File: config.mk
export PLATFORM = sky130hd
export DESIGN_NAME = draw_sequencer
export DESIGN_NICKNAME = d
export VERILOG_FILES = /design/src/rtl/draw_sequencer.sv
export SDC_FILE = /design/constraint.sdc
export NUM_CORES = 1
export LEC_CHECK = 0
export CAP_MARGIN = 5
export CORE_MARGIN = 4
export CORE_UTILIZATION = 45
export DETAILED_ROUTE_END_ITERATION = 8
export DONT_BUFFER_PORTS = 1
export PLACE_DENSITY_LB_ADDON = 0.05
export SETUP_SLACK_MARGIN = 0.2
export SKIP_LAST_GASP = 1
export SLEW_MARGIN = 20
export SYNTH_ARGS = -nofsm -noshare
export SYNTH_HDL_FRONTEND = slang
export SYNTH_SLANG_ARGS = --single-unit
File: constraint.sdc
create_clock -name clk -period 4.7 [get_ports clk]
set_input_delay 0.94 -clock clk [delete_from_list [all_inputs] [get_ports clk]]
set_output_delay 0.94 -clock clk [all_outputs]
set_load 0.02 [all_outputs]
File: src/rtl/draw_sequencer.sv
// Frame draw sequencer: walks a list of drawing layers, pulses each drawer's
// start line, holds the pixel mux on that layer while it plots, and moves on
// when the drawer reports done or when the per-layer watchdog expires.
module draw_sequencer #(
    parameter int         TIMEOUT    = 20000,
    parameter logic [8:0] LAYER_MASK = 9'h0FF
) (
    input  logic       clk,
    input  logic       reset,
    input  logic       frame_tick,
    input  logic       game_over,
    input  logic [8:0] done_bus,
    output logic [8:0] start_bus,
    output logic [4:0] pixel_sel,
    output logic       plot,
    output logic       busy,
    output logic       frame_done,
    output logic       overrun,
    output logic       timeout_err
);

    localparam int            CW      = $clog2(TIMEOUT + 1);
    localparam logic [CW-1:0] WD_LAST = CW'(TIMEOUT - 1);
    // Game-over frames draw only the background and the game-over banner.
    localparam logic [8:0]    GO_LIST = 9'h101;

    typedef enum logic [2:0] {
        IDLE,
        START,
        DRAW,
        NEXT,
        FINISH
    } state_t;

    state_t          r_state, w_state_next;
    logic [3:0]      r_layer, w_layer_next;
    logic            r_go, w_go_next;
    logic [CW-1:0]   r_wdog, w_wdog_next;
    logic [8:0]      r_start_bus, w_start_next;
    logic            r_plot, w_plot_next;
    logic            r_busy, w_busy_next;
    logic            r_frame_done, w_frame_done_next;
    logic            r_overrun, w_overrun_next;
    logic            r_timeout, w_timeout_next;

    logic [8:0]      w_tick_list;   // list chosen by the frame being accepted
    logic [8:0]      w_run_list;    // list of the frame in progress
    logic [8:0]      w_sel_onehot;  // current layer as a one-hot mask
    logic [8:0]      w_above;       // layers strictly above the current one
    logic [8:0]      w_next_cand;
    logic            w_first_any, w_next_any;
    logic [3:0]      w_first_idx, w_next_idx;
    logic            w_done_hit;
    logic            w_wd_expired;

    assign w_tick_list = game_over ? GO_LIST : LAYER_MASK;
    assign w_run_list  = r_go ? GO_LIST : LAYER_MASK;

    // Per-layer decode of the current layer; only the selected drawer's done counts.
    generate
        for (genvar gi = 0; gi < 9; gi++) begin : g_layer_dec
            assign w_sel_onehot[gi] = (r_layer == 4'(gi));
            assign w_above[gi]      = (4'(gi) > r_layer);
        end
    endgenerate

    assign w_next_cand  = w_run_list & w_above;
    assign w_done_hit   = |(done_bus & w_sel_onehot);
    assign w_wd_expired = (r_wdog == WD_LAST);

    // Lowest set bit of the accepted list and of the remaining list.
    always_comb begin
        w_first_any = |w_tick_list;
        w_next_any  = |w_next_cand;
        w_first_idx = 4'd0;
        w_next_idx  = 4'd0;
        for (int i = 8; i >= 0; i--) begin
            if (w_tick_list[i]) w_first_idx = 4'(i);
            if (w_next_cand[i]) w_next_idx  = 4'(i);
        end
    end

    // Next state plus the registered output values implied by that state.
    always_comb begin
        w_state_next   = r_state;
        w_layer_next   = r_layer;
        w_go_next      = r_go;
        w_overrun_next = r_overrun;
        w_timeout_next = r_timeout;

        case (r_state)
            IDLE: begin
                if (frame_tick) begin
                    w_go_next = game_over;
                    if (w_first_any) begin
                        w_state_next = START;
                        w_layer_next = w_first_idx;
                    end else begin
                        w_state_next = FINISH;
                    end
                end
            end
            START: w_state_next = DRAW;
            DRAW: begin
                if (w_done_hit) begin
                    w_state_next = NEXT;
                end else if (w_wd_expired) begin
                    w_state_next   = NEXT;
                    w_timeout_next = 1'b1;
                end
            end
            NEXT: begin
                if (w_next_any) begin
                    w_state_next = START;
                    w_layer_next = w_next_idx;
                end else begin
                    w_state_next = FINISH;
                end
            end
            FINISH:  w_state_next = IDLE;
            default: w_state_next = IDLE;
        endcase

        // Ticks that arrive mid-frame are dropped, not queued.
        if (frame_tick && r_busy) w_overrun_next = 1'b1;

        if (w_state_next == FINISH || w_state_next == IDLE) w_layer_next = 4'd0;

        w_start_next      = (w_state_next == START) ? (9'b1 << w_layer_next) : 9'h000;
        w_plot_next       = (w_state_next == DRAW);
        w_busy_next       = (w_state_next != IDLE);
        w_frame_done_next = (w_state_next == FINISH);
        // Watchdog reads 0 in the first DRAW cycle of each layer.
        w_wdog_next       = (w_state_next == DRAW && r_state == DRAW) ? r_wdog + 1'b1 : '0;
    end

    // State and output registers with synchronous reset.
    always_ff @(posedge clk) begin
        if (reset) begin
            r_state      <= IDLE;
            r_layer      <= 4'd0;
            r_go         <= 1'b0;
            r_wdog       <= '0;
            r_start_bus  <= 9'h000;
            r_plot       <= 1'b0;
            r_busy       <= 1'b0;
            r_frame_done <= 1'b0;
            r_overrun    <= 1'b0;
            r_timeout    <= 1'b0;
        end else begin
            r_state      <= w_state_next;
            r_layer      <= w_layer_next;
            r_go         <= w_go_next;
            r_wdog       <= w_wdog_next;
            r_start_bus  <= w_start_next;
            r_plot       <= w_plot_next;
            r_busy       <= w_busy_next;
            r_frame_done <= w_frame_done_next;
            r_overrun    <= w_overrun_next;
            r_timeout    <= w_timeout_next;
        end
    end

    assign start_bus   = r_start_bus;
    assign pixel_sel   = {1'b0, r_layer};
    assign plot        = r_plot;
    assign busy        = r_busy;
    assign frame_done  = r_frame_done;
    assign overrun     = r_overrun;
    assign timeout_err = r_timeout;

endmodule

==> flow_summary.toml <==
[place]
place_congestion = 0.766
dp_hpwl_mm = 2.38
port_buffers = 0

[cts]
clockBufferDepth = 2
post_cts_resize_count = 0
hold_buffers = 0
root_buffer = "clkbuf_8"
cts_tree = "done"
worstSkewPairLatency_ns = 0.29
path_clk_slew_ns = 0.08
cts_buffers = 5
cts-htree-levels = 2
cts_setup_buffers = 0
clock-sinks = 37

[logic_synthesis]
synth_fa_ha_area_frac = 0.00748
synth_seq_area_share = 0.443
synth_top_family_by_area = "simple AND/OR/NAND/NOR gates"
synthCells = 186
synth_edf_count = 0
netlist_area_mm2 = 0.00167
synth_top_area_share = 0.443
synth_nets = 200
yosys_most_used_dff = "dfxtp_1"
synthSimpleGateAreaFrac = 0.306
synth.area.mux_share = 0.0209
synth_xor_area_frac = 0.0733
synth_area_leaders = "dfxtp_1 44%, xnor2_1 5.2%, nor2_1 5.2%"
ys_async_sr_fraction = 0
synth_compound_area_frac = 0.105
ys_seq_elements = 37
yosysTopAreaCell = "dfxtp_1"
ys_types = 45
yosys_warnings = 0
syn_avg_cell_area_um2 = 8.99

[critical_path]
crit_arrival_ns = 2.47
rrSetupSlack_ns = 2.46
start_kind = "flop"
endpoint = "r_wdog[3]"
required_ns = 4.92
end_kind = "flop"
crit_type = "reg -> reg"
critPathMaxFanout = 15
cp-startpoint = "r_layer[1]"
reg2regPathDepth = 5
worstReg2RegStart = "r_layer[1]"
r2r_end = "r_wdog[3]"

[sta]
tightest_slew_ns = 0.599
fin_skew_ns = 0.00833
finalHoldViolations = 0
fin_setup_tns_ns = 0
fmax_mhz = 446
setup_violations = 0
slew_headroom = 0.600
rsz0062_at_grt = "false"
finalCritPeriodShare = 0.477
drv_slew = 0
min_period_ns = 2.24

[hold_path]
hp-class = "reg -> reg"
min_path_cells = 1

[floorplan]
core_area_mm2 = 0.00347
dieArea_mm2 = 0.00476
row_count = 21
die_x_um = 69.0
pin_count = 32
dieHeight_um = 69.0
initial_core_util = 0.482

[global_routing]
grt_overflow = 0
grt_first_pass_wirelength_mm = 5.54
grt_max_degree = 19
antenna_found_initial = 0
grt_pass1_vias = 1232
grt_util_all_layers = 0.159

[cells_and_area]
drive_gt1_frac = 0.135
num-nets-final = 198
nFillCells = 334
final_core_util = 0.523
areaGrowthSynthToFinish_pct = 8.53
final_cell_mix = "37 x dfxtp_1, 23 x nor2_1, 13 x nand2_1, 12 x nor3_1, 10 x xnor2_1"
regArea_um2 = 741
antenna-diode-count = 0
multiInputGateArea_um2 = 861
layout_commonest_cell = "dfxtp_1"

[detailed_routing]
drt-total-wl_mm = 3.19
ant_nets = 0
vias = 1245
drc_errors = 0
viasPerCell = 5.39
wire_per_inst_um = 13.8
drt_iter0_drc = 95
firstDrtPassIters = 4

[job]
maxCapViolations = 0

[pwr]
power_density_mw_per_mm2 = 397
ir_drop_v = 0.000160
power_leakage_uw = 0.000615

[status]
run_status = "completed"
[per-layer routing]
layer | vias to the layer above | routed length, um | global-route usage
met5 | - | 0 | 0
li1 | 638 | - | -
met1 | 576 | 1390 | 0.179
met3 | 8 | 145 | 0.0551
met4 | 0 | 74 | 0.0681
met2 | 23 | 1580 | 0.270
[Yosys cell counts (2+ instances only)]
| master | instances |
|---|---|
| buf_6 | 2 |
| xor2_1 | 4 |
| nand4_1 | 4 |
| nand2_1 | 13 |
| nor3_1 | 12 |
| a22o_1 | 2 |
| xnor2_1 | 10 |
| inv_1 | 5 |
| o21ai_0 | 2 |
| and3_1 | 3 |
| nand3b_1 | 4 |
| clkbuf_1 | 6 |
| nor2_2 | 9 |
| a21o_1 | 2 |
| nor2b_1 | 2 |
| or2_2 | 2 |
| nor2_1 | 23 |
| a21oi_1 | 8 |
| nand3_1 | 8 |
| nor4b_1 | 2 |
| dfxtp_1 | 37 |
| mux2i_1 | 2 |
| or3_1 | 2 |
[cells by family (layout without fill, tap and decap cells)]
group | count (synthesis) | after routing
other | 1 | 1
AND/OR/NAND/NOR | 93 | 93
adder cells (fa/ha/maj) | 1 | 1
buffers and inverters | 14 | 13
AO/OA/AOI/OAI | 23 | 23
multiplexers | 3 | 3
flip-flops | 37 | 37
XOR/XNOR | 14 | 14
[through the flow]
stage | instance area [um2] | hold slack (ns) | std cells | setup slack [ns] | power (uW)
2_1_floorplan | 1670 | 0.439 | 186 | 2.40 | 389
3_3_place_gp | 1680 | 0.453 | 223 | 2.26 | 396
3_5_place_dp | 1680 | 0.494 | 223 | 2.21 | 397
4_1_cts | 1820 | 0.514 | 231 | 2.42 | 727
5_1_grt | 1820 | 0.517 | 231 | 2.27 | 748
6_report | 1820 | 0.509 | 231 | 2.46 | 722
[final cells by class]
class	count	share of cell area
clock buffer	5	0.0379
multi-input combinational	135	0.474
clock inverter	3	0.0379
inverter	5	0.0103
sequential	37	0.408
tap	46	0.0317
[critical path, cell delays in order, from the launching register on]
cell and delay (ns):
dfxtp_1 0.63, mux2_4 0.34, a22o_1 0.26, a311oi_4 0.40, nand4bb_4 0.35, nor2_1 0.19
[worst min-delay path by stage]
stage          startpoint    endpoint  slack (ns)
2_1_floorplan   r_wdog[0]   r_wdog[0]        0.44
3_3_place_gp    r_wdog[0]   r_wdog[0]        0.45
3_5_place_dp   r_wdog[14]  r_wdog[14]        0.49
4_1_cts         r_wdog[0]   r_wdog[0]        0.51
5_1_grt         r_wdog[0]   r_wdog[0]        0.52
6_report        r_wdog[0]   r_wdog[0]        0.51
[where the power goes]
| group | switching (uW) | total [uW] | leakage [uW] | internal, uW |
|---|---|---|---|---|
| Sequential | 16.0 | 338 | 0.000299 | 322 |
| Clock | 118 | 331 | 0.0000687 | 214 |
| Combinational | 31.8 | 51.8 | 0.000247 | 20.0 |
| Total | 166 | 722 | 0.000615 | 556 |
[sequential cells by signal, indices dropped and copies added, names as in the netlist]
signal       flops
r_go             1
timeout_err      1
busy             1
frame_done       1
r_wdog          15
r_layer          4
plot             1
start_bus        9
r_state          3
overrun          1
No activity file was read; power rests on OpenSTA's default activity.
